**config.mk**
```make
export PLATFORM = sky130hd
export DESIGN_NAME = muldiv_unit
export DESIGN_NICKNAME = d
export VERILOG_FILES = /design/src/rtl/muldiv_unit.sv
export SDC_FILE = /design/constraint.sdc
export NUM_CORES = 1
export LEC_CHECK = 0
export ABC_AREA = 0
export CORE_MARGIN = 2
export CORE_UTILIZATION = 45
export DETAILED_ROUTE_END_ITERATION = 10
export PLACE_DENSITY = 0.75
export SKIP_LAST_GASP = 1
export SYNTH_ARGS = -nofsm -noshare
export SYNTH_HDL_FRONTEND = slang
export SYNTH_SLANG_ARGS = --single-unit
```
**constraint.sdc**
```tcl
create_clock -name clk -period 2.6 [get_ports clk]
set_clock_uncertainty 0.05 [all_clocks]
set_input_delay 0.39 -clock clk [delete_from_list [all_inputs] [get_ports clk]]
set_output_delay 0.39 -clock clk [all_outputs]
set_load 0.03 [all_outputs]
```
**src/rtl/muldiv_unit.sv**
```systemverilog
// muldiv_unit: iterative unsigned shift-add multiplier / restoring divider with register-file write-back
module muldiv_unit #(
  parameter int W = 8,
  parameter int D = 3
) (
  input  logic         clk,
  input  logic         reset,
  input  logic         start,
  input  logic [1:0]   op,
  input  logic [W-1:0] a_in,
  input  logic [W-1:0] b_in,
  input  logic [D-1:0] dest_in,
  output logic         busy,
  output logic         wb_en,
  output logic [D-1:0] wb_addr,
  output logic [W-1:0] wb_data,
  output logic         div_zero
);
  localparam logic [1:0] IDLE = 2'd0, RUN = 2'd1, DONE = 2'd2;
  localparam int CW = $clog2(W + 1);
  logic [1:0]    r_state;
  logic [CW-1:0] r_cnt;
  logic [1:0]    r_op;
  logic [W-1:0]  r_opnd, r_hi, r_lo, r_wb_data;
  logic [D-1:0]  r_dest, r_wb_addr;
  logic          r_div_zero;
  logic [W:0]    w_sum, w_shift;
  logic          w_ge;
  logic [W-1:0]  w_sub, w_next_hi, w_next_lo;
  // r_hi:r_lo is the product for MUL and remainder:quotient/dividend for DIV; the result is r_hi for odd ops
  always_comb begin
    w_sum     = {1'b0, r_hi} + {1'b0, (r_lo[0] ? r_opnd : {W{1'b0}})};
    w_shift   = {r_hi, r_lo[W-1]};
    w_ge      = w_shift >= {1'b0, r_opnd};
    w_sub     = w_shift[W-1:0] - r_opnd;
    w_next_hi = r_op[1] ? (w_ge ? w_sub : w_shift[W-1:0]) : w_sum[W:1];
    w_next_lo = r_op[1] ? {r_lo[W-2:0], w_ge} : {w_sum[0], r_lo[W-1:1]};
  end
  always_ff @(posedge clk or negedge reset) begin
    if (!reset) begin
      r_state    <= IDLE;
      r_cnt      <= '0;
      r_op       <= '0;
      r_opnd     <= '0;
      r_hi       <= '0;
      r_lo       <= '0;
      r_dest     <= '0;
      r_wb_data  <= '0;
      r_wb_addr  <= '0;
      r_div_zero <= 1'b0;
    end else begin
      case (r_state)
        IDLE: if (start) begin
          r_op    <= op;
          r_opnd  <= op[1] ? b_in : a_in;
          r_hi    <= '0;
          r_lo    <= op[1] ? a_in : b_in;
          r_dest  <= dest_in;
          r_cnt   <= '0;
          r_state <= RUN;
        end
        RUN: if (r_cnt == CW'(W)) begin
          r_state    <= DONE;
          r_wb_data  <= r_op[0] ? r_hi : r_lo;
          r_wb_addr  <= r_dest;
          r_div_zero <= r_op[1] && (r_opnd == '0);
        end else begin
          r_hi  <= w_next_hi;
          r_lo  <= w_next_lo;
          r_cnt <= r_cnt + CW'(1);
        end
        default: r_state <= IDLE;
      endcase
    end
  end
  always_comb begin
    busy     = r_state != IDLE;
    wb_en    = r_state == DONE;
    wb_addr  = r_wb_addr;
    wb_data  = r_wb_data;
    div_zero = r_div_zero;
  end
endmodule

```
# Yosys cells after proc, flatten, opt, wreduce, memory -nomap -nowiden
# Cells that the tools add are included.
[op_classes] n_addsub=3 order_cmp=1 reduce_logical=9 n_mux=19 n_eq_ne=6
[ops] cell="two-way mux 8 bit" count=11
[ops] cell="one-hot mux 8 bit (2 select lines)" count=2
[ops] cell="adder 8 x 8 -> 9 bit" count=1
[ops] cell=">= comparator 9 x 8 -> 1 bit" count=1
[ops] cell="logical NOT 8 bit" count=1
[ops] cell="two-way mux 4 bit" count=2
[ops] cell="one-hot mux 4 bit (2 select lines)" count=1
[ops] cell="subtractor 8 bit" count=1
[ops] cell="!= test 2 bit (second input constant)" count=3
[ops] cell="AND reduction 2 bit" count=3
[ops] cell="adder 4 x 1 -> 4 bit (second input constant)" count=1
[ops] cell="== test 4 bit (second input constant)" count=1
[ops] cell="two-way mux 2 bit" count=2
[ops] cell="one-hot mux 2 bit (2 select lines)" count=1
[ops] cell="nonzero test 2 bit" count=2
[ops] cell="AND reduction 3 bit" count=1
[ops] cell="== test 2 x 1 -> 1 bit (second input constant)" count=1
[ops] cell="== test 2 bit (second input constant)" count=1
[ops] cell="logical NOT 2 bit" count=1
[ops] cell="logical AND 1 bit" count=1
[word_totals] inputBits=24 ff_bits=47

# Logic depth before layout (Yosys ltp)
[logic_depth] depth_word=5 ltp_mapped=11 depth_no_buf=10

# Worst setup path before layout
# Ideal clock, no wire load.
[synth_timing] path_type="reg2reg" startpoint="register r_lo[0]" endpoint="register r_hi[6]" required_time_ns=2.426 path_slack_ns=0.271 period_less_slack_ns=2.329 arrival_time_ns=2.155 path_buffers=1 stages_incl_launch_ff=11 path_cell_list="dfrtp_1 > clkbuf_1 > nand2_1 > inv_1 > ha_1 > a211oi_2 > o21bai_1 > a2111oi_2 > nor3_1 > xor2_1 > a211o_1"
[synth_via] elab_chain_len=5
[synth_rtl] element="start: declaration" line="24" text="logic [W-1:0] r_opnd, r_hi, r_lo, r_wb_data;"
[synth_rtl] element="start signal: assignment" line="57" text="r_lo <= op[1] ? a_in : b_in;"
[synth_rtl] element="start signal: assignment" line="69" text="r_lo <= w_next_lo;"
[synth_rtl] element="two-way mux 8 bit" line="32" text="w_sum = {1'b0, r_hi} + {1'b0, (r_lo[0] ? r_opnd : {W{1'b0}})};"
[synth_rtl] element="adder 8 x 8 -> 9 bit" line="32"
[synth_rtl] element="two-way mux 8 bit" line="36" text="w_next_hi = r_op[1] ? (w_ge ? w_sub : w_shift[W-1:0]) : w_sum[W:1];"
[synth_rtl] element="two-way mux 8 bit" line="62" text="RUN: if (r_cnt == CW'(W)) begin"
[synth_rtl] element="one-hot mux 8 bit (2 select lines)" line="52" text="case (r_state)"
[synth_rtl] element="end signal: assignment" line="68" text="r_hi <= w_next_hi;"
[synth_rtl] element="end: declaration" line="24"
# Every way passes these cells. The select of a mux whose other input is x is not followed.
# A chain may end at the register's enable or synchronous reset.

# Final worst setup path
# Same ends and word-level chain as after synthesis.

==> metrics.md <==
| Metric | Value |
|---|---|
| Yosys top cell by area | `dfrtp_1` |
| Hold/Removal Path Class | `in2async` |
| Final setup violation count | `0` |
| Post-CTS setup buffers | `0` |
| Netlist cell types | `46` |
| Final Util | `54.12%` |
| Largest net degree at the start of global routing | `29` |
| Crit share post-route | `92.34%` |
| RD Place Congestion | `0.9057` |
| GRT overflow | `0` |
| Critical-path maximum fanout | `11` |
| Syn. warnings | `0` |
| Internal power | `2.752 mW` |
| Chip Height | `86.67 um` |
| CP startpoint kind | `flip-flop` |
| Min Tclk post-route | `2401 ps` |
| Net Count, Synth | `371` |
| Pre-CTS setup slack | `84.67 ps` |
| # fillers | `610` |
| Status | `finished clean` |
| Top_reg_cell synth | `dfrtp_1` |
| # H-tree levels | `2` |
| Area Overhead vs Synth | `18.23%` |
| Final count of hold timing violations | `0` |
| Num CTS Buffers | `5` |
| Max Root-Sink Buffers | `2` |
| Vias post-DR | `2538` |
| Sequential power share | `29.7%` |
| IO Pins | `38` |
| RSZ-0062 raised after global routing | `false` |
| Switch share | `46.96%` |
| Area contributors post-synth | `dfrtp_1 (38%), mux2i_1 (9.8%), ha_1 (7.3%), a21oi_1 (5.7%), mux2_2 (5.5%)` |
| Port bufs | `37` |
| CP Cell Sequence | `nand2_1 -> inv_1 -> ha_1 -> a211oi_2 -> o21bai_1 -> a2111oi_2 -> nor3_1 -> xor2_1 -> a211o_1` |
| Max-cap violations | `0` |
| Num rows | `30` |
| Synth Cell Area | `0.003075 mm^2` |
| Kind of critical path | `reg2reg` |
| Setup_tns | `0 ps` |
| Largest family of logic cells by synthesized area | `compound AO/OA/AOI/OAI gates` |
| Adder-Cell Fraction of Synth Area | `8.625%` |
| Post-Synth Simple-Gate Area | `13.67%` |
| Leakage | `1.685 nW` |
| Post-synth ARST share | `100.0%` |
| Commonest cells in the netlist | `dfrtp_1 (47), a21oi_1 (35), nor2_1 (35)` |
| Post-route ant nets | `0` |
| Total design power | `5.189 mW` |
| Clock Sinks | `47` |
| Starting DRT DRC Count | `117` |
| Final setup margin | `199.1 ps` |
| Multiplexer share of the synthesized area | `15.26%` |
| Core ar. | `0.006719 mm^2` |
| Multi-input logic area | `0.001767 mm^2` |
| Peak supply drop | `0.6640 mV` |
| Worst-skew pair later-pin latency | `310 ps` |
| R2r endpoint | `r_hi[6]` |
| Slew Viols, Final | `0` |
| Fmax achieved | `0.4165 GHz` |
| Initial antenna violation count | `0` |
| Vias in the first global route | `2535` |
| Syn_area_per_cell | `9.405 um^2` |
| Max_slew headroom | `53.79%` |
| Antenna diodes | `0` |
| Post-synthesis compound-gate area fraction | `16.76%` |
| Clock power frac | `8.9%` |
| Worst-Margin Slew | `693.2 ps` |
| Share of the synthesized area in the top cell type | `38.24%` |
| Critical path's slowest cell | `dfrtp_2` |
| Final WL | `7268 um` |
| Nets | `410` |
| Synthesized flop and latch total | `47` |
| Reg area | `0.001177 mm^2` |
| Worst R2R Setup Slack | `200 ps` |
| CP Data Required Time | `2750 ps` |
| Critical Path Sink Type | `flip-flop` |
| CTS clk-pin slew, worst paths | `100 ps` |
| CTS tree | `built` |
| DR vias/cell | `5.678` |
| Number of enable flip-flop cells after synthesis | `0` |
| Dpl hpwl | `5552 um` |
| RR Startpoint | `r_lo[0]` |
| Comb power frac | `61.4%` |
| CP max stage delay | `480 ps` |
| Share of layout cells above drive strength 1 | `11.44%` |
| First-pass GRT wire length | `12250 um` |
| FF-to-FF path depth | `9` |
| Syn Inst Count | `327` |
| Die Wd | `86.67 um` |
| Most frequent cell after synthesis | `dfrtp_1` |
| Seq/Total Area, Yosys | `38.24%` |
| WL per Instance | `16.26 um` |
| Initial Utilization | `45.77%` |
| WP data arrival | `2550 ps` |
| Die ar. | `0.007512 mm^2` |
| Post-Synth XOR/XNOR Area | `2.848%` |
| Pwr dens | `1427 mW/mm^2` |
| Post-route DRC | `0` |
| Total GRT Usage | `20.66%` |
| First-pass iteration count of the detailed router | `4` |
| P_sw | `2.437 mW` |
| Clk Tree Root Cell | `clkbuf_8` |
## power by group through the flow
stage | sequential [mW] | clock, mW | combinational [mW]
detailed placement | 1.55 | 0 | 3.14
global placement | 1.54 | 0 | 3.07
floorplan | 1.51 | 0 | 2.31
finish | 1.54 | 0.462 | 3.18
CTS | 1.53 | 0.476 | 3.17
global route | 1.60 | 0.498 | 3.55
## worst max-delay path: cells and delay by family (launching register included)
family	cells	cell delay, ps
adders and majority gates	1	300
and+or+nand+nor	2	230
AOI/OAI and AO/OA	4	1030
DFF	1	480
buffers and inverters	1	50
xor gates and xnor gates	1	150
## area by class of cell
| class | count | share of cell area [%] |
|---|---|---|
| multi-input combinational | 248 | 48.59 |
| timing repair buffer | 46 | 11.91 |
| clock inverter | 3 | 0.6194 |
| sequential | 47 | 32.38 |
| inverter | 18 | 1.858 |
| tap | 80 | 2.753 |
| clock buffer | 5 | 1.893 |
## cells in the final DEF, fill, tap and decap left out, types with 9 or more instances in the layout
cell,instances
a21oi_1,34
dfrtp_1,46
o21ai_0,23
nor2_1,35
clkdlybuf4s50_1,36
inv_1,18
mux2_2,15
ha_1,18
buf_4,9
mux2i_1,30
nand2_1,16
## how the worst max path moves through the flow
stage	from	endpoint	slack (ps)	cells after the start
final	r_lo[0]	r_hi[6]	200	9
after global routing	r_lo[0]	r_hi[6]	30	9
after global placement	r_lo[0]	r_hi[7]	160	10
after detailed placement	r_lo[0]	r_hi[7]	80	10
after CTS	r_lo[0]	r_hi[7]	60	10
after floorplan	r_lo[0]	r_hi[6]	270	10
## flip-flops by register name, summed over array words and instances (netlist names)
name	cells
r_dest	3
r_opnd	8
wb_addr	3
wb_data	8
r_hi	8
r_op	2
div_zero	1
r_cnt	4
r_state	2
r_lo	8
## kinds of logic after synthesis
group / Yosys count
AND/OR/NAND/NOR: 88
AO/OA/AOI/OAI: 85
flip-flops: 47
multiplexers: 45
buffers and inverters: 32
adder cells (fa/ha/maj): 20
XOR/XNOR: 10
## repair_timing
item | CTS | global route
gates resized for setup | 0 | 3
hold buffers | 0 | 0
setup endpoints to repair | 0 | 2
## metal layers
layer | vias up | track usage (%) | part of all wire (%)
met3 | 11 | 2.857 | 2.9
met5 | - | 0 | 0
li1 | 1245 | - | -
met4 | 0 | 6.250 | 1.4
met1 | 1233 | 27.67 | 47
met2 | 49 | 34.83 | 49
## metrics by stage
step,hold WS [ps],std cells,instance area [um^2]
2_1_floorplan,44.41,327,3075
3_3_place_gp,388.7,439,3535
3_5_place_dp,404.2,439,3535
4_1_cts,65.79,447,3626
5_1_grt,83.49,447,3636
6_report,45.01,447,3636
Power figures use the tool's default switching activity.
